File: config.mk
export PLATFORM = sky130hd
export DESIGN_NAME = wgt_feeder
export DESIGN_NICKNAME = d
export VERILOG_FILES = /design/src/rtl/wgt_pkg.sv /design/src/rtl/wgt_rd_pipe.sv /design/src/rtl/wgt_feeder.sv
export SDC_FILE = /design/constraint.sdc
export NUM_CORES = 1
export LEC_CHECK = 0
export ABC_CLOCK_PERIOD_IN_PS = 3350
export CORE_UTILIZATION = 52
export DETAILED_ROUTE_END_ITERATION = 8
export HOLD_SLACK_MARGIN = 0.05
export PLACE_DENSITY = 0.84
export SLEW_MARGIN = 20
export SYNTH_ARGS = -nofsm -noshare
export SYNTH_HDL_FRONTEND = slang
export SYNTH_SLANG_ARGS = --single-unit
File: constraint.sdc
create_clock -name clk -period 3.35 [get_ports clk]
set_clock_uncertainty 0.1 [all_clocks]
set_input_delay 0.335 -clock clk [delete_from_list [all_inputs] [get_ports clk]]
set_output_delay 0.335 -clock clk [all_outputs]
set_load 0.05 [all_outputs]
File: src/rtl/wgt_pkg.sv
// Shared types and constants for the weight
// streaming engine.
package wgt_pkg;

  localparam int WGT_W   = 8;
  localparam int TAP_DEF = 4;

  typedef enum logic [2:0] {
    IDLE,
    WAIT,
    FETCH,
    DRAIN,
    FIN
  } state_t;

endpackage

File: src/rtl/wgt_rd_pipe.sv
// Two-stage valid/data register between the
// weight SRAM and the shift-buffer chain.
module wgt_rd_pipe
  import wgt_pkg::*;
(
  input  logic                    clk,
  input  logic                    clr,
  input  logic                    en_i,
  input  logic signed [WGT_W-1:0] rdata_i,
  output logic                    vld_o,
  output logic signed [WGT_W-1:0] wgt_o
);

  logic                    rd_v_q;
  logic                    vld_q;
  logic signed [WGT_W-1:0] wgt_q;

  // Track the SRAM latency, then latch data as it arrives.
  always_ff @(posedge clk) begin
    if (clr) begin
      rd_v_q <= 1'b0;
      vld_q  <= 1'b0;
      wgt_q  <= '0;
    end else begin
      rd_v_q <= en_i;
      vld_q  <= rd_v_q;
      if (rd_v_q) wgt_q <= rdata_i;
    end
  end

  assign vld_o = vld_q;
  assign wgt_o = wgt_q;

endmodule

File: src/rtl/wgt_feeder.sv
// Weight feeder: fetches TAP-word groups from
// SRAM and streams them into the shift buffers.
module wgt_feeder
  import wgt_pkg::*;
#(
  parameter int ADDR_W = 10,
  parameter int TAP    = TAP_DEF,
  parameter int GRP_W  = 8
) (
  input  logic                    clk,
  input  logic                    rst,
  input  logic                    start,
  input  logic [ADDR_W-1:0]       base_addr,
  input  logic [GRP_W-1:0]        num_groups,
  input  logic                    ready_in,
  output logic                    mem_en,
  output logic [ADDR_W-1:0]       mem_addr,
  input  logic signed [WGT_W-1:0] mem_rdata,
  output logic signed [WGT_W-1:0] wgt_out,
  output logic                    wgt_read,
  output logic                    group_done,
  output logic                    busy,
  output logic                    done
);

  localparam int TW = (TAP > 1) ? $clog2(TAP) : 1;
  localparam logic [TW-1:0] TAP_LAST = TW'(TAP - 1);

  state_t            state_q, state_d;
  logic [ADDR_W-1:0] addr_q, addr_d;
  logic [TW-1:0]     tap_q, tap_d;
  logic [GRP_W-1:0]  grp_q, grp_d;
  logic [GRP_W-1:0]  ngrp_q, ngrp_d;
  logic              drn_q, drn_d;

  // State and counter registers.
  always_ff @(posedge clk) begin
    if (rst) begin
      state_q <= IDLE;
      addr_q  <= '0;
      tap_q   <= '0;
      grp_q   <= '0;
      ngrp_q  <= '0;
      drn_q   <= 1'b0;
    end else begin
      state_q <= state_d;
      addr_q  <= addr_d;
      tap_q   <= tap_d;
      grp_q   <= grp_d;
      ngrp_q  <= ngrp_d;
      drn_q   <= drn_d;
    end
  end

  // Sequencing: wait, fetch one group, drain, repeat.
  always_comb begin
    state_d = state_q;
    addr_d  = addr_q;
    tap_d   = tap_q;
    grp_d   = grp_q;
    ngrp_d  = ngrp_q;
    drn_d   = drn_q;
    unique case (state_q)
      IDLE: begin
        if (start) begin
          if (num_groups != '0) begin
            addr_d  = base_addr;
            ngrp_d  = num_groups;
            tap_d   = '0;
            grp_d   = '0;
            state_d = WAIT;
          end else begin
            state_d = FIN;
          end
        end
      end
      WAIT: begin
        if (ready_in) state_d = FETCH;
      end
      FETCH: begin
        addr_d = addr_q + ADDR_W'(1);
        tap_d  = tap_q + TW'(1);
        if (tap_q == TAP_LAST) begin
          tap_d   = '0;
          grp_d   = grp_q + GRP_W'(1);
          drn_d   = 1'b0;
          state_d = DRAIN;
        end
      end
      DRAIN: begin
        drn_d = 1'b1;
        if (drn_q) begin
          drn_d   = 1'b0;
          state_d = (grp_q == ngrp_q) ? FIN : WAIT;
        end
      end
      FIN: begin
        state_d = IDLE;
      end
      default: begin
        state_d = IDLE;
      end
    endcase
  end

  wgt_rd_pipe u_pipe (
    .clk     (clk),
    .clr     (rst),
    .en_i    (mem_en),
    .rdata_i (mem_rdata),
    .vld_o   (wgt_read),
    .wgt_o   (wgt_out)
  );

  assign mem_en     = (state_q == FETCH);
  assign mem_addr   = addr_q;
  assign busy       = (state_q != IDLE);
  assign done       = (state_q == FIN);
  assign group_done = wgt_read & drn_q &
                      (state_q == DRAIN);

endmodule

**Yosys cells after proc, flatten, opt, wreduce, memory -nomap -nowiden**

Cells that the tools add are included.

- Output and inout bits: 23
- Input bits: 30
- Flip-flop bits (word level): 42
- Word-level logic and storage cells: 56

- Equal/unequal tests: 11
- Add/sub/neg operators: 3
- Multiplexer cells: 21
- Bitwise gates (word level): 2
- Reduce and logical (&&, ||, !) cells: 10

Operators with widths:

| operator | count |
|---|---|
| $mux 8 | 3 |
| $mux 10 | 2 |
| $pmux 10 s2 | 1 |
| $mux 3 | 6 |
| $pmux 8 s2 | 1 |
| $pmux 3 s4 | 1 |
| $add 10x1->10 const B | 1 |
| $ne 2x2->1 const B | 5 |
| $add 8x1->8 const B | 1 |
| $eq 8x8->1 | 1 |
| $reduce_and 4->1 | 2 |
| $reduce_bool 8->1 | 1 |
| $eq 3x2->1 const B | 2 |
| $mux 2 | 3 |
| $reduce_and 3->1 | 2 |
| $pmux 2 s2 | 1 |
| $reduce_bool 2->1 | 2 |
| $eq 3x1->1 const B | 1 |
| $eq 3x3->1 const B | 1 |
| $logic_not 3->1 | 1 |
| $reduce_bool 3->1 | 1 |
| $add 2x1->2 const B | 1 |
| $and 1x1->1 | 2 |
| $eq 2x2->1 const B | 1 |
| 3 further kinds | 4 |

**Logic depth before layout (Yosys ltp)**

- Depth after elaboration: 4
- Gate-level depth with buffers: 6
- Mapped depth without buffers: 5

**By module**

Synthesis repeated with hierarchy kept, for this count alone.

- Cell total of the unflattened synthesis: 233
- Area total of the unflattened synthesis: 2040.7 um^2

By module, submodules not included:

| module | instances | sequential area each (um^2) | cells an instance | area each (um^2) |
|---|---|---|---|---|
| wgt_feeder | 1 | 640.6 | 203 | 1701.6 |
| wgt_rd_pipe | 1 | 200.2 | 30 | 339.1 |

**Least setup slack after synthesis**

OpenSTA, ideal clock, no wires.

- Kind: reg-to-output
- Start point: register state_q[0]
- End point: output done
- Buffers on the path: 1
- Setup slack: 1.312 ns
- Data required time: 2.915 ns
- Data arrival time: 1.603 ns
- Cell stages (with the launch flop): 3
- Path through: dfxtp_1 clkbuf_1 nor3_1

- Cells in the longest elaborated chain, start to end: 1

RTL lines:

| element | RTL line | RTL |
|---|---|---|
| start, declared | wgt_feeder.sv:29 | `state_t state_q, state_d;` |
| start signal, assigned | wgt_feeder.sv:46 | `state_q <= state_d;` |
| $eq 3x3->1 | wgt_feeder.sv:118 | `assign done = (state_q == FIN);` |
| end, declared | wgt_feeder.sv:23 | `output logic done` |

Every way passes these cells.

**Worst setup path after layout**

- Start point: register state_q[1]
- End point: output mem_en

- Cells in the longest elaborated chain, start to end: 1

RTL lines:

| element | RTL line | RTL |
|---|---|---|
| $eq 3x2->1 | wgt_feeder.sv:115 | `assign mem_en = (state_q == FETCH);` |
| end, declared | wgt_feeder.sv:16 | `output logic mem_en,` |

Every way passes these cells.

==> results.yml <==
flow_run:
  cap_violations: 0
power:
  clkPwrFrac: 0.324
  p_int_mw: 0.858
  p_seq_frac: 0.458
  power_density_nw_per_um2: 448
  fin_total_pwr_mw: 1.23
  switching_power_mw: 0.370
  peakVddDrop_mv: 0.299
  p_leak_nw: 0.939
  swShare: 0.302
  power_frac_comb: 0.218
clocking:
  path_clk_slew_ns: 0.08
  clkLatencyLatePin_ns: 0.30
  clock_path_buffers: 2
  ctsHoldBuffers: 0
  cts_tree: "yes"
  numCtsBuffers: 5
  post_cts_buffers: 0
  cts.sinks: 42
  htreeDepth: 2
  root_buffer: "clkbuf_8"
  cts_resized: 0
floorplanning:
  num_rows: 22
  ios: 53
  die_area_um2: 4270
  die_h_um: 65.4
  start_util: 0.558
  core_area_um2: 3740
  die_x_um: 65.4
drt:
  drtPass1Iterations: 4
  vias_per_cell: 5.75
  dr_total_vias: 1955
  first_iter_violations: 133
  wl_per_cell_um: 14.1
  ant_nets: 0
  drc: 0
  wl_um: 4800
yosys:
  yosys_warnings: 0
  synth_fp_nets: 274
  synthFlopType: "dfxtp_1"
  synth_area_leader_cell: "dfxtp_1"
  synth_edf_count: 0
  synthCells: 241
  synth_top_area_frac: 0.403
  ys_async_sr_fraction: 0
  synth.distinct_cells: 49
  synth_area_leaders: "dfxtp_1 (40%), mux2i_1 (5.3%), nand2_1 (5.0%), a21oi_1 (4.6%), xnor2_1 (3.8%)"
  synth_area_um2: 2090
  synth-seq-cells: 42
  syn_avg_cell_area_um2: 8.66
  yosysSeqAreaShare: 0.403
finish:
  filler_cell_count: 301
  finish.instance_area_um2: 2740
  fin_cells: 340
  diodes: 0
  fin_nets: 324
  syn_to_final_growth_pct: 31.1
  fin_util: 0.731
  drive_above_1_share: 0.0582
placed_design:
  dpl-instance-area_um2: 2630
  pre_cts_ws_ns: 0.710
  dp_hpwl_um: 3360
  portBuffers: 52
  dp.cells: 332
  gp_congestion: 0.838
global_route:
  grt_pass1_vias: 1820
  grt_first_pass_wirelength_um: 7890
  overflow: 0
  grt_max_degree: 43
  grt_use_total: 0.242
  antenna_found_initial: 0
sta:
  tightest_slew_ns: 0.530
  layout_worst_path_cycle_share: 0.898
  holdWs_ns: 0.375
  fin_crit_ns: 3.01
  final-hold-violation-count: 0
  finalSetupViolations: 0
  max_freq_mhz: 333
  maxSlewViolCount: 0
  rsz0062_at_grt: "no"
  setup_ws_ns: 0.343
  slew_headroom: 0.647
  finalSetupTns_ns: 0
setup_path:
  start_kind: "flip-flop"
  slowest_delay_ns: 0.81
  critical_path_class: "flip-flop to output port"
  cp_top_family: "buffers and inverters"
  crit_buf_inv: 4
  cpMostUsedCell: "buf_4"
  cp.required_ns: 2.91
  path_cells: "or3b_1, buf_4, inv_1, buf_4, clkdlybuf4s50_1"
  worstPathMaxFanout: 20
  cp_slowest_cell: "clkdlybuf4s50_1"
  crit_path_end_kind: "output port"
  arrival_ns: 2.57
outcome:
  outcome: "finished clean"
min_path:
  hold_class: "flip-flop to flip-flop"
==> registers in the layout, summed over array words and instances (netlist names) <==
| register | cells |
|---|---|
| mem_addr | 10 |
| grp_q | 8 |
| ngrp_q | 8 |
| u_pipe.wgt_o | 8 |
| state_q | 3 |
| tap_q | 2 |
| drn_q | 1 |
| u_pipe.rd_v_q | 1 |
| u_pipe.vld_o | 1 |
==> cell usage after synthesis, drive strengths merged (2+ instances only) <==
| library cell | instances |
|---|---|
| clkbuf | 7 |
| and2 | 2 |
| dfxtp | 42 |
| a31oi | 4 |
| inv | 7 |
| nand2 | 28 |
| a21oi | 20 |
| xnor2 | 9 |
| nor3 | 10 |
| nor4 | 4 |
| xor2 | 4 |
| buf | 5 |
| nor2 | 15 |
| o211ai | 4 |
| nand4 | 7 |
| nand3 | 13 |
| o21ai | 9 |
| nor3b | 2 |
| o22ai | 2 |
| a32oi | 3 |
| and3 | 3 |
| a211oi | 5 |
| ha | 3 |
| or3 | 3 |
| mux2i | 11 |
==> final timing paths <==
path	startpoint	end	slack, ns	cells past startpoint
max	state_q[1]	mem_en	0.34	5
min	ngrp_q[5]	ngrp_q[5]	0.38	2
max reg2reg	state_q[1]	mem_addr[7]	1.27	4
min reg2reg	ngrp_q[5]	ngrp_q[5]	0.38	2
==> placed cells by master (no fill, tap or decap), types with 2 or more instances in the layout <==
master	instances
inv_1	7
nand4_1	7
a21oi_1	19
nor4_4	2
a32oi_1	3
nor4_1	2
clkbuf_8	5
nor2_1	15
nand3_1	13
mux2i_1	11
nor3_1	10
xnor2_1	9
buf_4	3
or3_1	3
o21ai_0	8
ha_1	3
xor2_1	4
and2_1	2
dfxtp_1	42
a211oi_1	5
clkinv_2	2
o211ai_1	4
nand2_1	28
and3_1	3
clkdlybuf4s50_1	52
o22ai_1	2
a31oi_1	4
nor3b_1	2
==> power groups by stage <==
stage	logic, mW	clock network [mW]	registers (mW)
2_1_floorplan	0.131	0	0.611
3_3_place_gp	0.264	0	0.572
3_5_place_dp	0.267	0	0.573
4_1_cts	0.269	0.405	0.562
5_1_grt	0.287	0.428	0.568
6_report	0.268	0.398	0.562
==> worst min-delay path, stage by stage (launching register included) <==
cell     delay, ns
dfxtp_1       0.32
nand2_1       0.05
a21oi_1       0.05
==> cells by family after synthesis <==
logic type | Yosys count | synth area share
muxes | 11 | 0.0527
DFF | 42 | 0.403
xor gates and xnor gates | 13 | 0.0545
AOI/OAI and AO/OA | 59 | 0.188
adders and majority gates | 3 | 0.0180
buffers and inverters | 19 | 0.0425
and+or+nand+nor | 94 | 0.241
==> routing by layer <==
layer / vias up / global-route usage / part of all wire
met5: - / 0 / 0
met4: 0 / 0.0842 / 0.017
met3: 11 / 0.0868 / 0.056
met2: 54 / 0.369 / 0.46
met1: 909 / 0.314 / 0.47
li1: 981 / - / -
==> area by class of cell <==
| class | instances | area, um2 | area share |
|---|---|---|---|
| Multi-Input combinational cell | 180 | 1160 | 0.423 |
| Sequential cell | 42 | 841 | 0.307 |
| Timing Repair Buffer | 55 | 543 | 0.198 |
| Clock buffer | 5 | 68.8 | 0.0251 |
| Tap cell | 48 | 60.1 | 0.0219 |
| Clock inverter | 3 | 40.0 | 0.0146 |
| Inverter | 7 | 26.3 | 0.00960 |
Note: power is estimated with default switching activity, not from simulation.
==> RTL change 1, RTL diff (config.mk and constraints unchanged) <==
The 5 states of `state_t` get a one-hot encoding in 5 bits.
--- a/src/rtl/wgt_pkg.sv
+++ b/src/rtl/wgt_pkg.sv
@@ -5,12 +5,12 @@
   localparam int WGT_W   = 8;
   localparam int TAP_DEF = 4;
 
-  typedef enum logic [2:0] {
-    IDLE,
-    WAIT,
-    FETCH,
-    DRAIN,
-    FIN
+  typedef enum logic [4:0] {
+    IDLE  = 5'b00001,
+    WAIT  = 5'b00010,
+    FETCH = 5'b00100,
+    DRAIN = 5'b01000,
+    FIN   = 5'b10000
   } state_t;
 
 endpackage
Formal check against the unedited RTL: same outputs for any inputs over 10 cycles, from zero or initial values and one cycle with rst high; not proved beyond that.
==> RTL change 1 against the original RTL <==
  * Via count grew 5.6%
  * Utilization shrank 3.5 points
  * Total power grew 20%
  * Highest routed layer unchanged
  * Final area grew 1.7%
  * Global-route usage grew 1.0 points
  * Sequential cell count grew 2
  * Combinational power grew 84%
  * Critical path depth shrank 1
  * Critical path type unchanged
  * Setup slack gained 0.30 ns
  * Synthesized cell count grew 8.3%
  * First-iteration DRC count grew 35%
  * Wire length grew 5.9%
  * Synthesized area grew 4.4%
  * Sequential share of layout area grew 0.93 points
==> RTL change 1: results (changes against the original RTL) <==
[routing]
drtIter0Drc=179  ; +35%
met1_length_um=2304  ; +2.4%
routedWlPerCell_um=14.28  ; +1.2%
top_layer=met4
wl_met3_um=340  ; +26%
wl_met2_um=2355  ; +7.2%
vias=2065  ; +5.6%

[placement]
dpl.hpwl_um=3625  ; +7.8%
post-place-ws_ns=0.7738  ; +0.06381 ns
port-buffer-count=52  ; unchanged
gp_congestion=0.8796  ; +5.0%

[global_route]
grt_first_pass_wirelength_um=8397  ; +6.5%
grt_usage_pct=25.22  ; +1.0 points
grt_use_met2_pct=38.89  ; +2.0 points
grtUsageMet3_pct=5.308  ; -3.4 points
first_global_vias=1834  ; +0.77%
met1_usage_pct=34.35  ; +2.9 points

[clock_tree]
clock_sink_count=44  ; +4.8%
cts_buffers=5  ; unchanged
cts_buffer_depth=2  ; unchanged
htreeDepth=2  ; unchanged
cts-root-buf=clkbuf_8
clock_latency_ns=0.30  ; about the same

[worst_setup_path]
cpLargestDelayFamily=buffers and inverters
r2r-end=mem_addr[4]$_SDFFE_PP0P_
cp_data_arrival_time_ns=2.27  ; -0.30 ns
reg2reg_from=state_q[4]$_SDFFE_PP0P_
r2r_slack_ns=1.20  ; -0.07 ns
critPathMaxFanout=16  ; -20%
r2r.worst_path.cells=7  ; +3
slowest_stage=clkdlybuf4s50_1

[final_layout]
num-multi-input-gates=196  ; +8.9%
multi_input_area_share_pct=43.10  ; +0.78 points
clk_share_pct=3.236  ; -0.74 points
final_nets=338  ; +4.3%
insertedDiodeCount=0  ; unchanged
layout.nonclk_buf_share_pct=19.24  ; -0.60 points
drive_above_1_share_pct=7.190  ; +1.4 points
layout.area.seq_um2=880.8  ; +4.8%
fillers=337  ; +12%
n_clock_buffer=8  ; +3
n_all_buffers=54  ; -1.8%
largest_reg_flops=10  ; unchanged
inverters=4  ; -3

[status]
outcome=finished clean

[power_and_ir_drop]
internal_power_uw=937.1  ; +9.3%
seq_power_share_pct=43.3  ; -2.5 points
ir_drop_mv=0.3999  ; +34%
clk-power_uw=342  ; -14%
leakage_nw=1.011  ; +7.7%

[yosys]
ys_seq_area_share_pct=40.39  ; +0.13 points
yosysUniqueCellTypes=52  ; +6.1%
yosys-top-cells-area=dfxtp_1 (40%), nor2_1 (5.9%), a21oi_1 (5.7%)
synth_fp_nets=294  ; +7.3%
yosysTopAreaCellShare_pct=40.39  ; +0.13 points
yosysWarnings=0  ; unchanged
synth-async-reset-ratio_pct=0  ; unchanged
synth_commonest_cells=dfxtp_1 (44), nor2_1 (34), nand2_1 (33)

[sta]
worstMarginPinSlew_ns=0.6061  ; +0.07615 ns
fin_crit_ns=2.705  ; -0.3022 ns

-- RTL change 1: cell count changes after synthesis, moves of 4 or more --
cell / change
xor2_1: +4
xnor2_1: -8
nor3_1: -5
o21ai_1: +4
nand2_1: +5
inv_1: -4
o211ai_1: -4
a21oi_1: +6
nor2_1: +19
-- RTL change 1: per-stage QoR --
step	power, mW	instances	hold slack, ns	util (%)	cell area [µm²]
detailed placement	1.139	348	0.3600	67.34	2694
global route	1.549	356	0.3990	69.60	2784
CTS	1.475	356	0.3707	69.60	2784
finish	1.470	356	0.3674	69.60	2784
floorplan	1.004	261	0.3478	-	2181
global placement	1.128	348	0.3556	67.34	2694
-- RTL change 1: cell families after synthesis --
kind of cell	after synthesis	synth area share, %
simple gates	111	26.22
buf+inv	21	4.589
compound gates	63	18.76
fa+ha+maj	3	1.721
mux	10	4.705
xor+xnor	9	3.615
flops	44	40.39
-- RTL change 1: worst min-delay path by stage --
stage / slack [ns] / to / from / cells after the start
after floorplan: 0.35 / ngrp_q[0]$_SDFFE_PP0P_ / ngrp_q[0]$_SDFFE_PP0P_ / 2
after global placement: 0.36 / ngrp_q[7]$_SDFFE_PP0P_ / ngrp_q[7]$_SDFFE_PP0P_ / 2
after detailed placement: 0.36 / ngrp_q[7]$_SDFFE_PP0P_ / ngrp_q[7]$_SDFFE_PP0P_ / 2
after CTS: 0.37 / ngrp_q[7]$_SDFFE_PP0P_ / ngrp_q[7]$_SDFFE_PP0P_ / 2
after global routing: 0.40 / ngrp_q[2]$_SDFFE_PP0P_ / ngrp_q[2]$_SDFFE_PP0P_ / 2
final: 0.37 / ngrp_q[7]$_SDFFE_PP0P_ / ngrp_q[7]$_SDFFE_PP0P_ / 2
==> RTL change 2, RTL diff (same settings) <==
Without the edit above. Set the package constant `WGT_W` to 12 (it was 8).
--- a/src/rtl/wgt_pkg.sv
+++ b/src/rtl/wgt_pkg.sv
@@ -2,7 +2,7 @@
 // streaming engine.
 package wgt_pkg;
 
-  localparam int WGT_W   = 8;
+  localparam int WGT_W   = 12;
   localparam int TAP_DEF = 4;
 
   typedef enum logic [2:0] {
Interface: changed (resized mem_rdata and wgt_out); port bits go from 53 to 61. No check against the original RTL was run, so the function may have changed too.
==> RTL change 2 against the original RTL <==
  * Critical path depth down 2
  * First-iteration DRC count rose by 24%
  * Sequential power up 8.2%
  * Synthesized area grew 9.0%
  * Setup slack gained 0.35 ns
  * Non-clock buffer count grew 10
  * Final area increased by 8.6%
  * Sequential cell count up 4
  * Wire length rose by 5.5%
  * Total power down 0.43%
  * Final cell count is 4.1% higher
==> RTL change 2: results (changes against the original RTL) <==
[sta]
whs_ns=0.3739  ; -0.001538 ns
worstMarginPinSlew_ns=0.9521  ; +0.4222 ns

[worst_setup_path]
r2r.worst_path.cells=5  ; +1
critPathMaxFanout=15  ; -25%
r2r_slack_ns=1.22  ; -0.05 ns
cp_data_arrival_time_ns=2.23  ; -0.34 ns

[global_route]
grt_max_degree=32  ; -26%
grt_first_pass_wirelength_um=8673  ; +10%
grt_usage_pct=24.85  ; +0.65 points

[status]
outcome=finished clean

[yosys]
syn_avg_cell_area_um2=9.140  ; +5.5%
yosysTopAreaCellShare_pct=40.46  ; +0.20 points
synth_fp_nets=286  ; +4.4%
synth_commonest_cells=dfxtp_1 (46), nor2_1 (32), mux2i_1 (22)
synth_xor_area_share_pct=5.388  ; -0.065 points
ys_seq_area_share_pct=40.46  ; +0.20 points

[final_layout]
final_nets=340  ; +4.9%
fillers=332  ; +10%
largest_reg_flops=12  ; +2

[power_and_ir_drop]
ir_drop_mv=0.3118  ; +4.2%
seq_power_share_pct=49.7  ; +3.9 points
switchingPower_uw=364.2  ; -1.6%

[routing]
drt_wl_total_um=5060  ; +5.5%
met1_length_um=2274  ; +1.0%
wl_met2_um=2412  ; +9.8%
viasPerCell=5.655  ; -1.6%
drtIter0Drc=165  ; +24%

[worst_hold_path]
hold_end=tap_q[1]$_SDFFE_PP0P_
hp-start=tap_q[1]$_SDFFE_PP0P_

[placement]
placed_area_um2=2879  ; +9.5%
post-place-ws_ns=0.8589  ; +0.1489 ns
port-buffer-count=60  ; +15%
dpl.hpwl_um=3603  ; +7.1%

-- RTL change 2: worst reg2reg max path, cell delays in order (launching register included) --
cell and delay (ns):
dfxtp_1 0.63, or3b_1 0.43, buf_4 0.25, nor4_1 0.29
a21oi_1 0.07, o32ai_1 0.25
-- RTL change 2: layout make-up --
class,instances,area share (%)
tap,50,2.103
clock inverter,2,0.4207
multi-input combinational,178,41.40
inverter,7,0.8835
timing repair buffer,65,21.46
sequential,46,30.96
clock buffer,6,2.777
-- RTL change 2: logic make-up (layout without fill, tap and decap cells) --
group                      count (synthesis)  after routing
AOI/OAI and AO/OA                         46             46
muxes                                     22             22
adders and majority gates                  3              3
xor gates and xnor gates                  14             14
buffers and inverters                     25             80
and+or+nand+nor                           93             93
DFF                                       46             46
-- RTL change 2: layer usage --
layer	track usage [%]	vias up
li1	-	1002
met1	31.42	923
met2	39.83	73
met3	8.667	4
met4	6.771	0
met5	0	-
